[src/rtl/key_pkg.sv]
// Shared types and 50 MHz timing defaults for the pushbutton conditioner.
package key_pkg;

  localparam int unsigned DB_10MS   = 500000;
  localparam int unsigned REP_500MS = 25000000;
  localparam int unsigned REP_100MS = 5000000;

  typedef enum logic [1:0] {
    IDLE         = 2'd0,
    PRESS_WAIT   = 2'd1,
    PRESSED      = 2'd2,
    RELEASE_WAIT = 2'd3
  } key_state_t;

  // Counter width able to hold 0..n-1, never narrower than one bit.
  function automatic int unsigned cnt_width(input int unsigned n);
    return (n > 1) ? $clog2(n) : 1;
  endfunction

endpackage

[src/rtl/key_channel.sv]
// One pushbutton: 2-flop synchronizer, debounce FSM, press/release pulses
// and optional auto-repeat while held.
module key_channel
  import key_pkg::*;
#(
  parameter int unsigned DB_CYCLES  = DB_10MS,
  parameter int unsigned REP_DELAY  = REP_500MS,
  parameter int unsigned REP_PERIOD = REP_100MS,
  parameter bit          REP_ON     = 1'b0
) (
  input  logic clk,
  input  logic rst_n,
  input  logic key_n_i,
  output logic pressed_o,
  output logic press_pulse_o,
  output logic release_pulse_o,
  output logic repeat_pulse_o
);

  localparam int unsigned CW    = cnt_width(DB_CYCLES);
  localparam int unsigned REP_MAX = (REP_DELAY > REP_PERIOD) ? REP_DELAY : REP_PERIOD;
  localparam int unsigned RW    = cnt_width(REP_MAX);

  localparam logic [CW-1:0] DB_LAST        = CW'(DB_CYCLES - 1);
  localparam logic [RW-1:0] REP_FIRST_LAST = RW'(REP_DELAY - 1);
  localparam logic [RW-1:0] REP_NEXT_LAST  = RW'(REP_PERIOD - 1);

  logic          sync1_q, sync2_q;
  logic          s_c;
  key_state_t    state_q, state_d;
  logic [CW-1:0] cnt_q, cnt_d;
  logic [RW-1:0] rcnt_q, rcnt_d;
  logic          first_q, first_d;
  logic          pressed_q, pressed_d;
  logic          press_q, press_d;
  logic          release_q, release_d;
  logic          repeat_q, repeat_d;

  // Plain flop chain; idle level is high (key released).
  always_ff @(posedge clk or negedge rst_n) begin
    if (!rst_n) begin
      sync1_q <= 1'b1;
      sync2_q <= 1'b1;
    end else begin
      sync1_q <= key_n_i;
      sync2_q <= sync1_q;
    end
  end

  assign s_c = ~sync2_q;

  always_ff @(posedge clk or negedge rst_n) begin
    if (!rst_n) begin
      state_q   <= IDLE;
      cnt_q     <= '0;
      rcnt_q    <= '0;
      first_q   <= 1'b0;
      pressed_q <= 1'b0;
      press_q   <= 1'b0;
      release_q <= 1'b0;
      repeat_q  <= 1'b0;
    end else begin
      state_q   <= state_d;
      cnt_q     <= cnt_d;
      rcnt_q    <= rcnt_d;
      first_q   <= first_d;
      pressed_q <= pressed_d;
      press_q   <= press_d;
      release_q <= release_d;
      repeat_q  <= repeat_d;
    end
  end

  always_comb begin
    state_d   = state_q;
    cnt_d     = cnt_q;
    rcnt_d    = rcnt_q;
    first_d   = first_q;
    press_d   = 1'b0;
    release_d = 1'b0;
    repeat_d  = 1'b0;

    case (state_q)
      IDLE: begin
        if (s_c) begin
          state_d = PRESS_WAIT;
          cnt_d   = '0;
        end
      end
      PRESS_WAIT: begin
        if (!s_c) begin
          state_d = IDLE;
          cnt_d   = '0;
        end else if (cnt_q == DB_LAST) begin
          state_d = PRESSED;
          press_d = 1'b1;
          cnt_d   = '0;
          rcnt_d  = '0;
          first_d = 1'b1;
        end else begin
          cnt_d = cnt_q + CW'(1);
        end
      end
      PRESSED: begin
        if (!s_c) begin
          state_d = RELEASE_WAIT;
          cnt_d   = '0;
        end else if (REP_ON) begin
          // First repeat waits the long delay, later ones the short period.
          if (rcnt_q == (first_q ? REP_FIRST_LAST : REP_NEXT_LAST)) begin
            repeat_d = 1'b1;
            rcnt_d   = '0;
            first_d  = 1'b0;
          end else begin
            rcnt_d = rcnt_q + RW'(1);
          end
        end
      end
      RELEASE_WAIT: begin
        if (s_c) begin
          state_d = PRESSED;
          cnt_d   = '0;
        end else if (cnt_q == DB_LAST) begin
          state_d   = IDLE;
          release_d = 1'b1;
          cnt_d     = '0;
        end else begin
          cnt_d = cnt_q + CW'(1);
        end
      end
      default: begin
        state_d = IDLE;
        cnt_d   = '0;
      end
    endcase

    pressed_d = (state_d == PRESSED) || (state_d == RELEASE_WAIT);
  end

  assign pressed_o       = pressed_q;
  assign press_pulse_o   = press_q;
  assign release_pulse_o = release_q;
  assign repeat_pulse_o  = REP_ON ? repeat_q : 1'b0;

endmodule

[src/rtl/key_conditioner.sv]
// Conditions raw active-low pushbuttons into debounced levels and
// one-cycle press/release/repeat pulses, one independent channel per key.
module key_conditioner
  import key_pkg::*;
#(
  parameter int unsigned      NKEYS      = 4,
  parameter int unsigned      DB_CYCLES  = DB_10MS,
  parameter int unsigned      REP_DELAY  = REP_500MS,
  parameter int unsigned      REP_PERIOD = REP_100MS,
  parameter logic [NKEYS-1:0] REP_EN     = '0
) (
  input  logic             clock,
  input  logic             reset,
  input  logic [NKEYS-1:0] key,
  output logic [NKEYS-1:0] pressed,
  output logic [NKEYS-1:0] press_pulse,
  output logic [NKEYS-1:0] release_pulse,
  output logic [NKEYS-1:0] repeat_pulse
);

  for (genvar g = 0; g < NKEYS; g++) begin : g_key
    key_channel #(
      .DB_CYCLES (DB_CYCLES),
      .REP_DELAY (REP_DELAY),
      .REP_PERIOD(REP_PERIOD),
      .REP_ON    (REP_EN[g])
    ) u_chan (
      .clk            (clock),
      .rst_n          (reset),
      .key_n_i        (key[g]),
      .pressed_o      (pressed[g]),
      .press_pulse_o  (press_pulse[g]),
      .release_pulse_o(release_pulse[g]),
      .repeat_pulse_o (repeat_pulse[g])
    );
  end

endmodule

[config.mk]
export PLATFORM = sky130hd
export DESIGN_NAME = key_conditioner
export DESIGN_NICKNAME = d
export VERILOG_FILES = /design/src/rtl/key_pkg.sv /design/src/rtl/key_channel.sv /design/src/rtl/key_conditioner.sv
export SDC_FILE = /design/constraint.sdc
export NUM_CORES = 1
export LEC_CHECK = 0
export CAP_MARGIN = 20
export CORE_MARGIN = 1
export CORE_UTILIZATION = 50
export CTS_CLUSTER_SIZE = 40
export DETAILED_ROUTE_END_ITERATION = 8
export PLACE_DENSITY = 0.74
export SLEW_MARGIN = 30
export SYNTH_ARGS = -nofsm -noshare
export SYNTH_HDL_FRONTEND = slang
export SYNTH_SLANG_ARGS = --single-unit
export TNS_END_PERCENT = 30
[constraint.sdc]
create_clock -name clock -period 3 [get_ports clock]
set_input_delay 0.3 -clock clock [delete_from_list [all_inputs] [get_ports clock]]
set_output_delay 0.3 -clock clock [all_outputs]
set_load 0.02 [all_outputs]
Word level (Yosys, flattened, before mapping)
Index checks and enable logic that the tools add are counted.
{ "word_totals": {"ff_bits": 104, "wordCells": 148} }
{ "op_classes": {"n_addsub": 4, "eq_ne": 32, "n_mux": 72, "n_reduce_logical": 12} }
{ "ops": {"columns": ["cell", "count"], "rows": [
  ["19-bit two-way mux", 20],
  ["19-bit one-hot mux with 4 select lines", 4],
  ["19-bit by 1-bit adder with 19-bit output (second input constant)", 4],
  ["19-bit == test (second input constant)", 4],
  ["2-bit two-way mux", 24],
  ["2-bit == test (second input constant)", 16],
  ["2-bit one-hot mux with 4 select lines", 4],
  ["1-bit two-way mux", 20],
  ["2-bit by 1-bit == test with 1-bit output (second input constant)", 4],
  ["2-bit logical NOT", 4],
  ["2-bit by 1-bit inequality test with 1-bit output (second input constant)", 4],
  ["2-bit inequality test (second input constant)", 4],
  ["2-bit AND reduction", 4],
  ["1-bit logical OR", 4]
]} }

Longest topological paths before layout
{ "logic_depth": {"word_depth": 6, "mapped_depth": 7, "mapped_depth_nobuf": 6} }

Cells and area by module
From an unflattened synthesis, not the netlist that was laid out.
{ "unflattened": {"hier_cells": 571, "hier_area_um2": 5431.5} }
{ "modules_own_cells": {"columns": ["mod", "instances", "cells_each", "area_per_inst_um2", "seq_area_each_um2"], "rows": [
  ["key_channel (g_key[0].u_chan ...)", 3, 141, 1336.3, 653.1],
  ["key_channel (g_key[3].u_chan)", 1, 148, 1422.6, 653.1]
]} }

Worst setup path after synthesis
No wires, ideal clock.
{ "synth_timing": {"kind": "reg-to-reg", "from": "reg g_key[1].u_chan.cnt_q[7]", "to": "reg g_key[1].u_chan.cnt_q[12]", "setup_time_ns": 0.121, "arrival_time_ns": 2.145, "t_required_ns": 2.879, "slack_ns": 0.734, "stages_incl_launch_ff": 6, "n_path_buf": 1, "period_less_slack_ns": 2.266, "cell_sequence": "dfrtp_1 -> or4_1 -> or4_4 -> o31a_1 -> buf_6 -> a22o_1"} }
{ "synth_via": {"elab_chain_cells": 4, "elab_cells_between_ends": 6} }
{ "synth_rtl": {"columns": ["item", "line", "rtl"], "rows": [
  ["start: declaration", "key_channel.sv:31", "logic [CW-1:0] cnt_q, cnt_d;"],
  ["start signal: assignment", "key_channel.sv:64", "cnt_q <= cnt_d;"],
  ["19-bit by 1-bit adder with 19-bit output or 19-bit == test (tied branches)", null, null],
  ["19-bit two-way mux *", "key_channel.sv:94, key_channel.sv:123", null],
  ["19-bit two-way mux, on equally long branches", "key_channel.sv:120, key_channel.sv:91", null],
  ["19-bit one-hot mux with 4 select lines *", "key_channel.sv:83", "case (state_q)"]
]} }
Mark *: on every way between the ends. The rest lies on a longest branch, timed or not.
A chain may end at the register's enable or synchronous reset.

Worst setup path after layout
Same ends and word-level chain as after synthesis.

==> flow_metrics.tcl <==
set metrics [dict create \
    clock_sinks 104 \
    first_pass_iters 4 \
    gp_congestion 0.877 \
    reg2regPathDepth 5 \
    status "finished, violations left" \
    finalMaxSlewViolations 0 \
    grt_antenna_before_repair 0 \
    use_met2 0.323 \
    fin_crit_ps 2470 \
    fin_setup_tns_ps 0 \
    die-area_um2 11200 \
    switchingPower_mw 0.601 \
    max-slew-margin-rel 0.391 \
    drv_cap 0 \
    yosysWarnings 0 \
    rows 37 \
    vdd_drop_max_mv 0.233 \
    netlist_instances 585 \
    reg2reg_slack_ps 530 \
    use_met3 0.0278 \
    clkPwrFrac 0.353 \
    fin_nets 604 \
    skew_ps 11.8 \
    rsz0062_at_grt "false" \
    pwr-share-comb 0.060 \
    finalWirelength_mm 10.5 \
    ctsHtreeMaxLevel 3 \
    violations "hold timing" \
    place_inst 719 \
    ys_seq_area_frac 0.486 \
    grt_util_met1 0.272 \
    r2r-end "g_key[1].u_chan.cnt_q[12]" \
    gr-usage-all-layers 0.202 \
    gr-total-overflow 0 \
    r2r-start "g_key[1].u_chan.cnt_q[7]" \
    ant_nets 0 \
    cp.arrival_ps 2740 \
    p_seq_frac 0.587 \
    start_util 0.518 \
    cts_resized 0 \
    clkTransAtPathRegs_ps 90 \
    p_per_area_nw_per_um2 423 \
    dieWidth_um 106 \
    ys_types 50 \
    cts_tree "done" \
    io_pins 22 \
    synth_edf_count 0 \
    cts_buffer_depth 2 \
    worst-slew-pin-transition_ps 911 \
    drtIter0Drc 231 \
    drive_gt1_frac 0.0684 \
    synth-seq-cells 104 \
    die_h_um 106 \
    clk_latency_ps 370 \
    area_growth_pct 8.22 \
    fin_crit_sh 0.825 \
    synth_area_per_cell_um2 9.18 \
    top_usage_layer "met2" \
    holdWs_ps -15.5 \
    grt_max_degree 105 \
    worst-setup-path-type "register to register" \
    stdcell_count 735 \
    critPathLaunchType "register" \
    grt_pass1_vias 4021 \
    critPathRequiredTime_ps 3260 \
    dp_hpwl_mm 7.08 \
    root_buffer "clkbuf_8" \
    routedWlPerCell_um 14.3 \
    port_buffers 17 \
    routed_via_density 5.87 \
    endpoint_kind "register" \
    post_cts_buffers 0 \
    synth_async_sr_flop_share 1.00 \
    p_leak_nw 2.40 \
    seq_area_um2 2610 \
    cp_max_fo 10 \
    antenna_cells 0 \
    fmax_ghz 0.404 \
    netlist_area_um2 5370 \
    switching_share 0.245 \
    post-route-drc-count 0 \
    n_fill_cell 937 \
    synth_ff_type "dfrtp_1" \
    setup_viol 0 \
    finalHoldViolations 22 \
    grt_first_pass_wirelength_mm 18.2 \
    vias 4315 \
    worst_hold_path_type "primary input to asynchronous set/reset pin" \
    cts_buffers 9 \
    core_area_um2 10400 \
    fin_util 0.561 \
    power.internal_mw 1.86 \
    multi_input_area_um2 2510 \
    hold_buffers 0 \
]
## metrics by stage
stage	hold WS (ps)	cell area, µm²	setup WS (ps)	power, mW
detailed placement	351	5620	540	1.62
CTS	5.42	5810	517	2.48
global route	37.1	5810	379	2.55
floorplan	4.41	5380	734	1.56
finish	-15.5	5810	525	2.46
global placement	349	5620	574	1.61
## routing by layer
metal | routed length, µm | share of wire
met5 | 0 | 0
met4 | 221 | 0.021
met3 | 338 | 0.032
met2 | 4970 | 0.47
met1 | 5020 | 0.48
## worst max path at each step
| stage | start | end | slack (ps) | cells after the start |
|---|---|---|---|---|
| detailed placement | g_key[1].u_chan.cnt_q[7] | g_key[1].u_chan.cnt_q[12] | 540 | 5 |
| global route | g_key[1].u_chan.cnt_q[7] | g_key[1].u_chan.cnt_q[12] | 380 | 5 |
| CTS | g_key[1].u_chan.cnt_q[7] | g_key[1].u_chan.cnt_q[12] | 520 | 5 |
| floorplan | g_key[1].u_chan.cnt_q[7] | g_key[1].u_chan.cnt_q[12] | 730 | 5 |
| finish | g_key[1].u_chan.cnt_q[7] | g_key[1].u_chan.cnt_q[12] | 530 | 5 |
| global placement | g_key[1].u_chan.cnt_q[7] | g_key[1].u_chan.cnt_q[12] | 570 | 5 |
## flip-flops by register name, summed over array words and instances (netlist names)
register and count:
g_key.u_chan.sync1_q 4, g_key.u_chan.sync2_q 4, g_key.u_chan.pressed_o 4, g_key.u_chan.press_pulse_o 4, g_key.u_chan.state_q 8, g_key.u_chan.release_pulse_o 4, g_key.u_chan.cnt_q 76
## area by class of cell
| type | count | area share |
|---|---|---|
| tap | 136 | 0.0293 |
| multi-input combinational | 430 | 0.431 |
| clock buffer | 11 | 0.0226 |
| inverter | 23 | 0.0149 |
| timing repair buffer | 26 | 0.0426 |
| sequential | 104 | 0.449 |
| clock inverter | 5 | 0.0101 |
## cells in the final DEF, fill, tap and decap left out, types with 7 or more instances in the layout
| cell | netlist | routed |
|---|---|---|
| a21o_1 | 14 | 14 |
| clkdlybuf4s50_1 | 0 | 16 |
| a21oi_1 | 30 | 30 |
| nor3_1 | 17 | 17 |
| or3_1 | 21 | 21 |
| and2_1 | 9 | 9 |
| mux2i_1 | 17 | 17 |
| nand2_1 | 68 | 68 |
| and3_1 | 13 | 13 |
| dfrtp_1 | 96 | 96 |
| nand3_1 | 50 | 50 |
| nor4_1 | 13 | 12 |
| buf_4 | 16 | 9 |
| o21ai_0 | 54 | 54 |
| nand4_1 | 19 | 19 |
| dfstp_2 | 8 | 8 |
| inv_1 | 23 | 23 |
| xnor2_1 | 8 | 8 |
| clkbuf_8 | 0 | 9 |
| nor2_1 | 29 | 29 |
| a22o_1 | 7 | 7 |
## synth_stat cells (all sizes together), types with 2 or more instances
cell type | n | area share
nor3 | 17 | 0.016
nor4bb | 3 | 0.0056
mux2i | 17 | 0.032
nor2 | 29 | 0.020
a21o | 14 | 0.020
o31a | 2 | 0.0033
nand4b | 3 | 0.0049
nand2 | 68 | 0.048
nand4 | 19 | 0.022
a22o | 7 | 0.011
inv | 23 | 0.016
buf | 17 | 0.024
o31ai | 6 | 0.011
and3 | 13 | 0.015
o21ai | 56 | 0.052
nor2b | 2 | 0.0023
dfrtp | 96 | 0.45
and4 | 3 | 0.0049
nand3b | 2 | 0.0028
or2 | 5 | 0.0058
nand3 | 50 | 0.047
a21oi | 31 | 0.030
or3 | 21 | 0.024
clkbuf | 14 | 0.0098
nor4 | 13 | 0.015
xor2 | 3 | 0.0049
o21a | 3 | 0.0042
ha | 4 | 0.0093
dfstp | 8 | 0.039
and2 | 9 | 0.010
nor3b | 4 | 0.0056
xnor2 | 8 | 0.013
or4 | 3 | 0.0049
## worst max-delay path, stage by stage, from the launching register on
cell and delay (ps):
dfrtp_1 430, or4_1 530, or4_4 560, o31ai_4 450, o22ai_1 160, a22o_1 250
## kinds of logic after synthesis
logic type / Yosys count / share of synthesized area
multiplexers: 17 / 0.0317
AO/OA/AOI/OAI: 126 / 0.142
other: 1 / 0.000698
flip-flops: 104 / 0.486
XOR/XNOR: 11 / 0.0179
buffers and inverters: 54 / 0.0503
adder cells (fa/ha/maj): 4 / 0.00932
AND/OR/NAND/NOR: 268 / 0.261
## power by group through the flow
stage	logic, mW	registers (mW)	clock network (mW)
4_1_cts	0.151	1.44	0.889
3_3_place_gp	0.146	1.47	0
5_1_grt	0.170	1.45	0.936
3_5_place_dp	0.150	1.47	0
6_report	0.148	1.44	0.867
2_1_floorplan	0.0907	1.46	0
No activity file was read; power rests on OpenSTA's default activity.
